--- src/rtl/parity_accumulator.sv ---
// Serial parity accumulator: collects FRAME_LEN valid bits per frame and
// reports their XOR and count of ones. Results update only on frame completion
// and hold until the next frame completes.
module parity_accumulator #(
    parameter int unsigned FRAME_LEN = 8,
    parameter int unsigned CNT_W     = 4
) (
    input  logic             clk,
    input  logic             rst,
    input  logic             start,
    input  logic             bit_in,
    input  logic             bit_valid,
    output logic             busy,
    output logic             parity,
    output logic [CNT_W-1:0] ones_cnt,
    output logic             done,
    output logic             frame_err
);

    // Index only has to reach FRAME_LEN-1; keep it at least one bit wide.
    localparam int unsigned IDX_W = (FRAME_LEN > 1) ? $clog2(FRAME_LEN) : 1;
    localparam logic [IDX_W-1:0] LAST_IDX = IDX_W'(FRAME_LEN - 1);

    typedef enum logic [1:0] {
        StIdle = 2'd0,
        StAcc  = 2'd1,
        StDone = 2'd2
    } state_e;

    state_e           state_q;
    logic             acc_q;
    logic [CNT_W-1:0] ones_q;
    logic [IDX_W-1:0] idx_q;

    logic             acc_upd;
    logic [CNT_W-1:0] ones_upd;
    logic             last_bit;

    // Running values including the bit currently presented.
    always_comb begin
        acc_upd  = acc_q ^ bit_in;
        ones_upd = ones_q + CNT_W'(bit_in);
        last_bit = (idx_q == LAST_IDX);
    end

    // Control FSM with all outputs registered alongside the state.
    always_ff @(posedge clk or posedge rst) begin
        if (rst) begin
            state_q   <= StIdle;
            acc_q     <= 1'b0;
            ones_q    <= '0;
            idx_q     <= '0;
            busy      <= 1'b0;
            parity    <= 1'b0;
            ones_cnt  <= '0;
            done      <= 1'b0;
            frame_err <= 1'b0;
        end else begin
            // Pulses default low; set only in the cycle they are meant for.
            done      <= 1'b0;
            frame_err <= 1'b0;
            unique case (state_q)
                StIdle: begin
                    // bit_valid is deliberately ignored while idle.
                    if (start) begin
                        state_q <= StAcc;
                        busy    <= 1'b1;
                        acc_q   <= 1'b0;
                        ones_q  <= '0;
                        idx_q   <= '0;
                    end
                end
                StAcc: begin
                    // A start during a frame is flagged but never disturbs it.
                    if (start) begin
                        frame_err <= 1'b1;
                    end
                    if (bit_valid) begin
                        if (last_bit) begin
                            state_q  <= StDone;
                            busy     <= 1'b0;
                            done     <= 1'b1;
                            parity   <= acc_upd;
                            ones_cnt <= ones_upd;
                        end else begin
                            acc_q  <= acc_upd;
                            ones_q <= ones_upd;
                            idx_q  <= idx_q + IDX_W'(1);
                        end
                    end
                end
                StDone: begin
                    if (start) begin
                        // Back-to-back frame: restart with cleared counters.
                        state_q <= StAcc;
                        busy    <= 1'b1;
                        acc_q   <= 1'b0;
                        ones_q  <= '0;
                        idx_q   <= '0;
                    end else begin
                        state_q <= StIdle;
                    end
                end
                default: begin
                    state_q <= StIdle;
                    busy    <= 1'b0;
                end
            endcase
        end
    end

endmodule

--- config.mk ---
export PLATFORM = sky130hd
export DESIGN_NAME = parity_accumulator
export DESIGN_NICKNAME = d
export VERILOG_FILES = /design/src/rtl/parity_accumulator.sv
export SDC_FILE = /design/constraint.sdc
export NUM_CORES = 1
export LEC_CHECK = 0
export ABC_CLOCK_PERIOD_IN_PS = 1300
export BUFFER_PORTS_ARGS = -buffer_cell sky130_fd_sc_hd__buf_2
export CAP_MARGIN = 25
export CELL_PAD_IN_SITES_DETAIL_PLACEMENT = 0
export CELL_PAD_IN_SITES_GLOBAL_PLACEMENT = 1
export CORE_UTILIZATION = 37
export DETAILED_ROUTE_END_ITERATION = 6
export GPL_TIMING_DRIVEN = 1
export PLACE_DENSITY_LB_ADDON = 0.1
export SYNTH_ARGS = -nofsm -noshare
export SYNTH_HDL_FRONTEND = slang
export SYNTH_SLANG_ARGS = --single-unit
--- constraint.sdc ---
create_clock -name clk -period 1.3 [get_ports clk]
set_input_delay 0.26 -clock clk [delete_from_list [all_inputs] [get_ports clk]]
set_output_delay 0.26 -clock clk [all_outputs]
set_load 0.05 [all_outputs]
# After elaboration in Yosys (flattened, before gate mapping)
# Cells that the tools add are included.
# totals
register_bits,18
inputBits,5
out_inout_bits,8
word_cells,53
# op_classes
add_sub_neg,2
n_eq_ne,8
muxes,26
n_bitwise,1
n_reduce_logical,7
# op_table
op,n
$mux W1,12
$mux W4,3
$mux W3,3
$reduce_and A3 Y1,3
$ne A2 B2 Y1 const B,4
$pmux W4 S2,1
$mux W2,3
$pmux W2 S3,1
$pmux W3 S2,1
$add A4 B1 Y4,1
$pmux W1 S2,2
$reduce_and A4 Y1,1
$add A3 B1 Y3 const B,1
$eq A3 B3 Y1 const B,1
$eq A2 B1 Y1 const B,1
$eq A2 B2 Y1 const B,1
$logic_not A2 Y1,1
$ne A2 B1 Y1 const B,1
$reduce_bool A2 Y1,1
$reduce_or A2 Y1,1
$xor A1 B1 Y1,1

# Longest topological paths before layout
# Gate-level depths: netlist (run 1).
# logic_depth
word_depth,4
ltp_mapped,6
depth_no_buf,6

# Worst setup path after synthesis (run 1)
# No wires, ideal clock.
# synth_path
path_kind,register to register
from,register idx_q[0]
to,register ones_q[2]
setup_ns,0.069
arrival_ns,1.337
t_required_ns,1.231
path_slack_ns,-0.106
stages_incl_launch_ff,7
n_path_buf,1
period_less_slack_ns,1.406
path_cell_list,dfrtp_1 > ha_1 > ha_1 > nor4bb_1 > buf_4 > nand3b_1 > nand3_1
# synth_via
elab_chain_len,3
# synth_lines
element,line_no,source
start: declaration,33,logic [IDX_W-1:0] idx_q;
start signal: assignment,88,idx_q <= idx_q + IDX_W'(1);
$eq A3 B3 Y1,43,last_bit = (idx_q == LAST_IDX);
$ne A2 B2 Y1 (no line),n/a,
$reduce_and A4 Y1 (no line),n/a,
end signal: assignment,87,ones_q <= ones_upd;
end: declaration,32,logic [CNT_W-1:0] ones_q;
# Every way passes these cells.
# A chain may end at the register's enable or synchronous reset.

# Worst setup path in the final report (run 1)
# layout_path
from,register idx_q[0]
to,register acc_q
# layout_via
elab_chain_len,3
# layout_lines
element,line_no,source
$eq A3 B3 Y1,43,
$ne A2 B2 Y1 (no line),n/a,
$reduce_and A4 Y1 (no line),n/a,
end signal: assignment,86,acc_q <= acc_upd;
end: declaration,31,logic acc_q;
# Every way passes these cells.

==> flow_summary.json, run 1 <==
{
  "ir_drop_mv": 1.126,
  "num_vias": 595,
  "grt_pass1_vias": 616,
  "fp-row-count": 16,
  "ff2ff_setup_slack_ns": -0.14,
  "cts.sinks": 18,
  "fill_cells": 193,
  "placed_cell_area_sq_um": 934.6,
  "dieArea_sq_um": 2411,
  "synth_xor_area_share_pct": 3.201,
  "ys_warn_count": 0,
  "seqPwrFrac_pct": 40.6,
  "grt_max_degree": 19,
  "internal_power_mw": 1.306,
  "synth_seq_area_share_pct": 54.88,
  "rsz0062_at_grt": "yes",
  "met3_usage_pct": 2.804,
  "die_y_um": 49.10,
  "synth_fp_nets": 88,
  "drive_gt1_share_pct": 30.00,
  "hp-class": "in2reg",
  "worstPathCellList": "ha_2 > ha_4 > nor4bb_1 > buf_4 > nand3b_1 > nand3_1",
  "clockBufferDepth": 2,
  "initial_core_util_pct": 40.59,
  "use_met2_pct": 22.60,
  "grt_use_met1_pct": 19.84,
  "track_usage_pct": 14.98,
  "timing.fmax_mhz": 692.4,
  "drt_iter0_drc": 4,
  "power.total_mw": 2.232,
  "tightest_slew_ns": 0.4168,
  "clockPowerShare_pct": 15.4,
  "yosysUniqueCellTypes": 19,
  "power_switching_uw": 925.7,
  "insertion_delay_ns": 0.29,
  "dr.pass1.iters": 2,
  "powerDensity_nw_per_um2": 2159,
  "die_w_um": 49.10,
  "crit_required_ns": 1.53,
  "cts_root_buf": "clkbuf_4",
  "fin_setup_tns_ns": -0.7692,
  "critPathLaunchType": "flip-flop",
  "final_common_cell": "nand2_1",
  "synthesis.area_sq_um": 820.8,
  "ios": 13,
  "synth_compound_area_share_pct": 4.268,
  "setup_viol": 8,
  "finish.net_count": 110,
  "violations": "negative setup slack",
  "hold_viol": 0,
  "syn2layout_area_growth_pct": 25.91,
  "cts_tree": "built",
  "maxCapViolations": 0,
  "antenna_found_initial": 0,
  "drt-vias-per-instance": 4.685,
  "hold_path_depth": 2,
  "finClkSkew_ns": 0.002660,
  "arrival_ns": 1.68,
  "status": "complete, but fails checks",
  "avgSynthCellArea_sq_um": 10.39,
  "gp_congestion": 0.7224,
  "maxSlewHeadroom_pct": 72.21,
  "reg2regPathDepth": 6,
  "max_stage_delay_ns": 0.40,
  "cts_inserted_buffers": 3,
  "cts.reportedPaths.clkPinSlew_ns": 0.10,
  "drt.antenna.violating_nets": 0,
  "synth_top_family_by_area": "simple AND/OR/NAND/NOR gates",
  "wl_per_cell_um": 11.19,
  "layout_common_cells": "nand2_1, dfrtp_1, buf_2, nand3_1, buf_4",
  "yosys.area_share.simple_pct": 26.22,
  "routed_wl_mm": 1.421,
  "overflow": 0,
  "final.period_utilization_pct": 111.1,
  "cp_slowest_cell": "dfrtp_1",
  "drcViolationCount": 0,
  "crit_path_end_kind": "flip-flop",
  "slew_violations": 0,
  "switching_share_pct": 41.48,
  "p_comb_share_pct": 44.0,
  "path_max_fanout": 8,
  "critPathKind": "reg2reg",
  "grt_pass1_wl_mm": 2.725,
  "muxShareOfSynthArea_pct": 0,
  "ys_ff_latch": 18,
  "seqCellArea_sq_um": 450.4,
  "finalWorstSetupSlack_ns": -0.1442,
  "n_antenna_cell": 0,
  "multi_input_area_sq_um": 371.6,
  "dp_hpwl_um": 996.3,
  "core_sq_um": 2022,
  "grt_busiest_layer": "met2",
  "fin_area_sq_um": 1033,
  "netlist_instances": 79,
  "post-route-min-period_ns": 1.444,
  "leakage_nw": 0.5349,
  "htree_levels": 1,
  "io_buffers": 12,
  "synth_fa_ha_area_share_pct": 6.098
}
-- worst max-delay path: cells and delay by family (launching register included) --
| family | cells | cell delay (ns) |
|---|---|---|
| adders and majority gates | 2 | 0.37 |
| and+or+nand+nor | 3 | 0.43 |
| DFF | 1 | 0.40 |
| buffers and inverters | 1 | 0.20 |
-- layer usage --
metal  vias up  share of wire (%)
met5         -                  0
met2         6                 48
met3         2                2.6
li1        309                  -
met1       278                 49
met4         0               0.77
-- metrics by stage --
stage,setup slack (ns),cells,hold slack [ns],utilization (%)
3_5_place_dp,-0.1287,120,0.2900,46.23
5_1_grt,-0.2406,127,0.2319,51.11
2_1_floorplan,-0.04600,79,0.1986,-
6_report,-0.1442,127,0.2345,51.11
3_3_place_gp,-0.1009,120,0.2882,46.23
4_1_cts,-0.1392,126,0.2192,49.38
-- Yosys cell counts --
cell type / number / area, sq um
a21oi_1: 2 / 10.01
buf_4: 1 / 7.510
o21ai_0: 5 / 25.02
nand4bb_1: 1 / 11.26
and3b_1: 1 / 8.760
nand2b_1: 1 / 6.260
nand2_1: 20 / 75.07
xor2_1: 1 / 8.760
nand3b_1: 4 / 30.03
dfrtp_1: 18 / 450.4
ha_1: 4 / 50.05
clkbuf_8: 1 / 13.76
buf_6: 1 / 11.26
nor4bb_1: 1 / 10.01
inv_1: 3 / 11.26
xnor2_1: 2 / 17.52
nand4b_2: 1 / 15.01
nor2_1: 1 / 3.750
nand3_1: 11 / 55.05
-- registers in the layout, indices dropped and copies added, names as in the netlist --
register and flops:
acc_q 1, ones_cnt 4, idx_q 3, frame_err 1, parity 1, busy 1, state_q 2, done 1
ones_q 4
-- power by group through the flow --
stage | registers (mW) | logic [mW] | clock network (mW)
floorplan | 1.19 | 0.424 | 0
global placement | 0.907 | 0.912 | 0
detailed placement | 0.915 | 0.917 | 0
CTS | 0.903 | 0.958 | 0.367
finish | 0.907 | 0.982 | 0.343
global route | 0.941 | 1.09 | 0.386
-- repair_timing --
item / CTS / global route
hold buffers: 1 / 0
hold endpoints to repair: 18 / 0
gates cloned: 0 / 0
pin swaps: 5 / 5
buffers inserted: 1 / 1
resized for setup: 3 / 4
endpoints found under the setup margin: 10 / 15
-- layout make-up --
cell class                 count  area share (%)
inverter                       3           1.090
tap                           27           3.269
sequential                    18           43.58
clock buffer                   4           3.511
multi-input combinational     55           35.96
timing repair buffer          20           12.59
-- cells by family (layout without fill, tap and decap cells) --
group,count (synthesis),after routing
AND/OR/NAND/NOR,41,41
buffers and inverters,6,27
AO/OA/AOI/OAI,7,7
adder cells (fa/ha/maj),4,4
XOR/XNOR,3,3
flip-flops,18,18
-- path summary, 6_finish.rpt --
path	from	endpoint
setup / recovery	idx_q[0]$_DFFE_PP0P_	acc_q$_DFFE_PP0P_
hold / removal	start	frame_err$_DFF_PP0_
setup reg to reg	idx_q[0]$_DFFE_PP0P_	acc_q$_DFFE_PP0P_
hold reg to reg	ones_cnt[2]$_DFFE_PP0P_	ones_cnt[2]$_DFFE_PP0P_
max in group asynchronous	rst	idx_q[2]$_DFFE_PP0P_
min in group asynchronous	rst	ones_cnt[3]$_DFFE_PP0P_
Power figures use the tool's default switching activity.
==> run 2: changes to the inputs <==
--- a/config.mk
+++ b/config.mk
@@ -13,6 +13,7 @@
 export CORE_UTILIZATION = 37
 export DETAILED_ROUTE_END_ITERATION = 6
 export GPL_TIMING_DRIVEN = 1
+export MAX_ROUTING_LAYER = met4
 export PLACE_DENSITY_LB_ADDON = 0.1
 export SYNTH_ARGS = -nofsm -noshare
 export SYNTH_HDL_FRONTEND = slang
==> flow_summary.json, run 2 (synthesized netlist as in run 1, its figures left out) <==
{
  "powerDensity_nw_per_um2": 2160,
  "wl_per_cell_um": 11.20,
  "routed_wl_mm": 1.423,
  "hp-class": "in2reg",
  "fin_area_sq_um": 1033,
  "drt.antenna.violating_nets": 0,
  "track_usage_pct": 15.41,
  "die_y_um": 49.10,
  "dp_hpwl_um": 996.3,
  "fill_cells": 193,
  "layout_common_cells": "nand2_1, dfrtp_1, buf_2, nand3_1, buf_4",
  "seqCellArea_sq_um": 450.4,
  "finalWorstSetupSlack_ns": -0.1452,
  "htree_levels": 1,
  "initial_core_util_pct": 40.59,
  "crit_required_ns": 1.53,
  "io_buffers": 12,
  "clockBufferDepth": 2,
  "final.period_utilization_pct": 111.2,
  "finish.net_count": 110,
  "post-route-min-period_ns": 1.445,
  "num_vias": 595,
  "crit_path_end_kind": "flip-flop",
  "violations": "negative setup slack",
  "leakage_nw": 0.5349,
  "insertion_delay_ns": 0.29,
  "path_max_fanout": 8,
  "dieArea_sq_um": 2411,
  "cts.reportedPaths.clkPinSlew_ns": 0.10,
  "tightest_slew_ns": 0.4139,
  "die_w_um": 49.10,
  "holdWs_ns": 0.2346,
  "slew_violations": 0,
  "ios": 13,
  "finClkSkew_ns": 0.002572,
  "reg.largest.list": "ones_cnt (4), ones_q (4), idx_q (3)",
  "cts.sinks": 18,
  "core_sq_um": 2022,
  "hold_viol": 0,
  "setup_viol": 9,
  "antenna_found_initial": 0,
  "cts_inserted_buffers": 3,
  "drive_gt1_share_pct": 30.00,
  "grt_pass1_wl_mm": 2.725,
  "cts_tree": "built",
  "maxSlewHeadroom_pct": 72.40,
  "maxCapViolations": 0,
  "overflow": 0,
  "critPathLaunchType": "flip-flop",
  "dr.pass1.iters": 2,
  "rsz0062_at_grt": "yes",
  "drt-vias-per-instance": 4.685,
  "drt_iter0_drc": 3,
  "arrival_ns": 1.68,
  "n_antenna_cell": 0,
  "drcViolationCount": 0,
  "placed_cell_area_sq_um": 934.6,
  "multi_input_area_sq_um": 371.6,
  "gp_congestion": 0.7309,
  "critPathKind": "reg2reg",
  "timing.fmax_mhz": 691.9,
  "ir_drop_mv": 1.126,
  "grt_max_degree": 19,
  "status": "complete, but fails checks",
  "fp-row-count": 16,
  "cts_root_buf": "clkbuf_4",
  "syn2layout_area_growth_pct": 25.91,
  "grt_pass1_vias": 616,
  "final_common_cell": "nand2_1"
}
-- run 2: final timing paths --
| path | start | endpoint | slack (ns) | cells past startpoint |
|---|---|---|---|---|
| setup reg to reg | idx_q[0]$_DFFE_PP0P_ | acc_q$_DFFE_PP0P_ | -0.15 | 6 |
| setup / recovery | idx_q[0]$_DFFE_PP0P_ | acc_q$_DFFE_PP0P_ | -0.15 | 6 |
| min in group asynchronous | rst | ones_cnt[3]$_DFFE_PP0P_ | 0.51 | 4 |
| hold reg to reg | ones_cnt[2]$_DFFE_PP0P_ | ones_cnt[2]$_DFFE_PP0P_ | 0.48 | 2 |
| hold / removal | start | frame_err$_DFF_PP0_ | 0.23 | 2 |
| max in group asynchronous | rst | idx_q[2]$_DFFE_PP0P_ | 0.59 | 4 |
-- run 2: critical path, stage by stage, from the launching register on --
cell and delay (ns):
dfrtp_1 0.40, ha_2 0.20, ha_4 0.17, nor4bb_1 0.27
buf_4 0.20, nand3b_1 0.08, nand3_1 0.08
-- run 2: where the power goes --
part | leakage (nW) | internal (mW) | switching [mW] | total, mW
registers | 0.233 | 0.759 | 0.148 | 0.907
clock network | 0.0210 | 0.170 | 0.173 | 0.343
logic | 0.281 | 0.377 | 0.605 | 0.982
total | 0.535 | 1.31 | 0.926 | 2.23
-- run 2: through the flow --
stage | std cells | worst slack (ns) | setup TNS [ns] | util, % | power (mW)
after floorplan | 79 | -0.04600 | -0.1049 | - | 1.613
after global placement | 120 | -0.1009 | -0.6461 | 46.23 | 1.820
after detailed placement | 120 | -0.1287 | -0.7788 | 46.23 | 1.831
after CTS | 126 | -0.1392 | -0.8883 | 49.38 | 2.228
after global routing | 127 | -0.2406 | -2.353 | 51.11 | 2.420
final | 127 | -0.1452 | -0.7759 | 51.11 | 2.232
-- run 2: cell type report --
cell class | instances | share of cell area, %
sequential | 18 | 43.58
inverter | 3 | 1.090
tap | 27 | 3.269
multi-input combinational | 55 | 35.96
clock buffer | 4 | 3.511
timing repair buffer | 20 | 12.59
-- run 2: layer usage --
layer	part of all wire, %	GRT usage, %	routed length (um)
met1	49	19.84	699
met2	47	22.60	675
met3	2.6	2.804	37
met4	0.77	8.824	11
met5	0	-	0
-- run 2: repair_timing --
action | 4_1_cts | 5_1_grt
pin swaps | 5 | 5
setup endpoints to repair | 10 | 15
gates resized for setup | 3 | 4
setup buffers | 1 | 1
hold endpoints to repair | 18 | 0
hold buffers | 1 | 0
==> run 3: changes to the inputs <==
--- a/config.mk
+++ b/config.mk
@@ -14,7 +14,7 @@
 export DETAILED_ROUTE_END_ITERATION = 6
 export GPL_TIMING_DRIVEN = 1
 export MAX_ROUTING_LAYER = met4
-export PLACE_DENSITY_LB_ADDON = 0.1
+export PLACE_DENSITY_LB_ADDON = 0.05
 export SYNTH_ARGS = -nofsm -noshare
 export SYNTH_HDL_FRONTEND = slang
 export SYNTH_SLANG_ARGS = --single-unit
==> flow_summary.json, run 3 (synthesized netlist as in run 1, its figures left out) <==
{
  "finalWorstSetupSlack_ns": -0.1610,
  "drcViolationCount": 0,
  "timing.rr.start": "idx_q[0]$_DFFE_PP0P_",
  "die_y_um": 49.10,
  "status": "complete, but fails checks",
  "wl_per_cell_um": 13.04,
  "post-route-min-period_ns": 1.461,
  "overflow": 0,
  "final.period_utilization_pct": 112.4,
  "place_ws_ns": -0.1429,
  "syn2layout_area_growth_pct": 27.29,
  "fill_cells": 195,
  "ios": 13,
  "clockBufferDepth": 2,
  "cts.reportedPaths.clkPinSlew_ns": 0.11,
  "crit_required_ns": 1.54,
  "finish.net_count": 112,
  "holdWs_ns": 0.2395,
  "placed_cell_area_sq_um": 934.6,
  "final_util_pct": 51.67,
  "fin_area_sq_um": 1045,
  "endpoint": "ones_q[2]$_DFFE_PP0P_",
  "num_vias": 611,
  "hold_viol": 0,
  "power.total_mw": 2.235,
  "antenna_found_initial": 0,
  "leakage_nw": 0.5368,
  "core_sq_um": 2022,
  "grt_pass1_wl_mm": 2.822,
  "insertion_delay_ns": 0.29,
  "dr.pass1.iters": 3,
  "cts_tree": "built",
  "initial_core_util_pct": 40.59,
  "gp_congestion": 0.7135,
  "rsz0062_at_grt": "yes",
  "critPathKind": "reg2reg",
  "routed_wl_mm": 1.682,
  "cts_root_buf": "clkbuf_4",
  "htree_levels": 1,
  "drt_iter0_drc": 10,
  "maxCapViolations": 0,
  "maxSlewHeadroom_pct": 75.68,
  "ir_drop_mv": 1.019,
  "drt-vias-per-instance": 4.736,
  "tightest_slew_ns": 0.3649,
  "layout_common_cells": "nand2_1, dfrtp_1, buf_2, nand3_1, buf_4",
  "timing.fmax_mhz": 684.4,
  "finClkSkew_ns": 0.002446,
  "drive_gt1_share_pct": 30.39,
  "cts.sinks": 18,
  "reg2regPathDepth": 6,
  "violations": "negative setup slack",
  "grt_max_degree": 19,
  "io_buffers": 12,
  "hp-class": "in2reg",
  "track_usage_pct": 16.36,
  "slew_violations": 0,
  "fp-row-count": 16,
  "die_w_um": 49.10,
  "cts_inserted_buffers": 3,
  "arrival_ns": 1.70,
  "reg.largest.list": "ones_cnt (4), ones_q (4), idx_q (3)",
  "ff2ff_setup_slack_ns": -0.16,
  "crit_path_end_kind": "flip-flop",
  "critPathLaunchType": "flip-flop",
  "reg2reg_to": "ones_q[2]$_DFFE_PP0P_",
  "dp_hpwl_mm": 1.037,
  "crit_start": "idx_q[0]$_DFFE_PP0P_",
  "n_antenna_cell": 0,
  "dieArea_sq_um": 2411,
  "grt_pass1_vias": 613,
  "drt.antenna.violating_nets": 0,
  "path_max_fanout": 8,
  "setup_viol": 10,
  "powerDensity_nw_per_um2": 2139
}
run 3: critical path: stages (launching register included):
cell and delay [ns]:
dfrtp_1 0.40, ha_2 0.20, ha_4 0.16, nor4bb_1 0.27, buf_4 0.21, nand3b_1 0.08, nand3_1 0.08
run 3: worst min-delay path by stage:
| stage | startpoint | endpoint | slack [ns] | cells past startpoint |
|---|---|---|---|---|
| final | start | frame_err$_DFF_PP0_ | 0.24 | 2 |
| after CTS | start | frame_err$_DFF_PP0_ | 0.24 | 2 |
| after floorplan | rst | acc_q$_DFFE_PP0P_ | 0.20 | 1 |
| after global placement | rst | state_q[1]$_DFFE_PP0P_ | 0.29 | 3 |
| after detailed placement | rst | frame_err$_DFF_PP0_ | 0.30 | 3 |
| after global routing | start | frame_err$_DFF_PP0_ | 0.24 | 2 |
run 3: cell type report:
cell class	instances	area, sq um	area share (%)
well taps	27	33.78	3.234
flip-flops and latches	18	450.4	43.11
multi-input cells	56	379.1	36.29
inverters	3	11.26	1.078
repair buffers	21	133.9	12.81
clock buffers	4	36.28	3.473
run 3: what timing repair did:
action                     CTS  global route
hold buffers                 1             0
gates resized for setup      4             5
pin swaps                    5             4
setup endpoints to repair   13            14
hold endpoints to repair    18             0
cloned                       1             0
setup buffers                1             2
run 3: stage by stage:
step | std cells | setup TNS (ns)
2_1_floorplan | 79 | -0.1049
3_3_place_gp | 120 | -0.6905
3_5_place_dp | 120 | -0.8138
4_1_cts | 127 | -0.8848
5_1_grt | 129 | -1.924
6_report | 129 | -0.9969
run 3: per-layer routing:
metal / up-vias / part of all wire [%] / wire length [um] / GRT usage, %
met4: 0 / 1.7 / 29 / 7.353
met5: - / 0 / 0 / -
li1: 316 / - / - / -
met1: 281 / 49 / 816 / 20.83
met3: 4 / 2.6 / 44 / 3.115
met2: 10 / 47 / 792 / 25.11
run 3: power by group:
| group | switching [mW] | leakage (nW) | internal, mW |
|---|---|---|---|
| sequential | 0.160 | 0.233 | 0.759 |
| combinational | 0.610 | 0.283 | 0.355 |
| clock | 0.180 | 0.0210 | 0.170 |
| total | 0.951 | 0.537 | 1.28 |
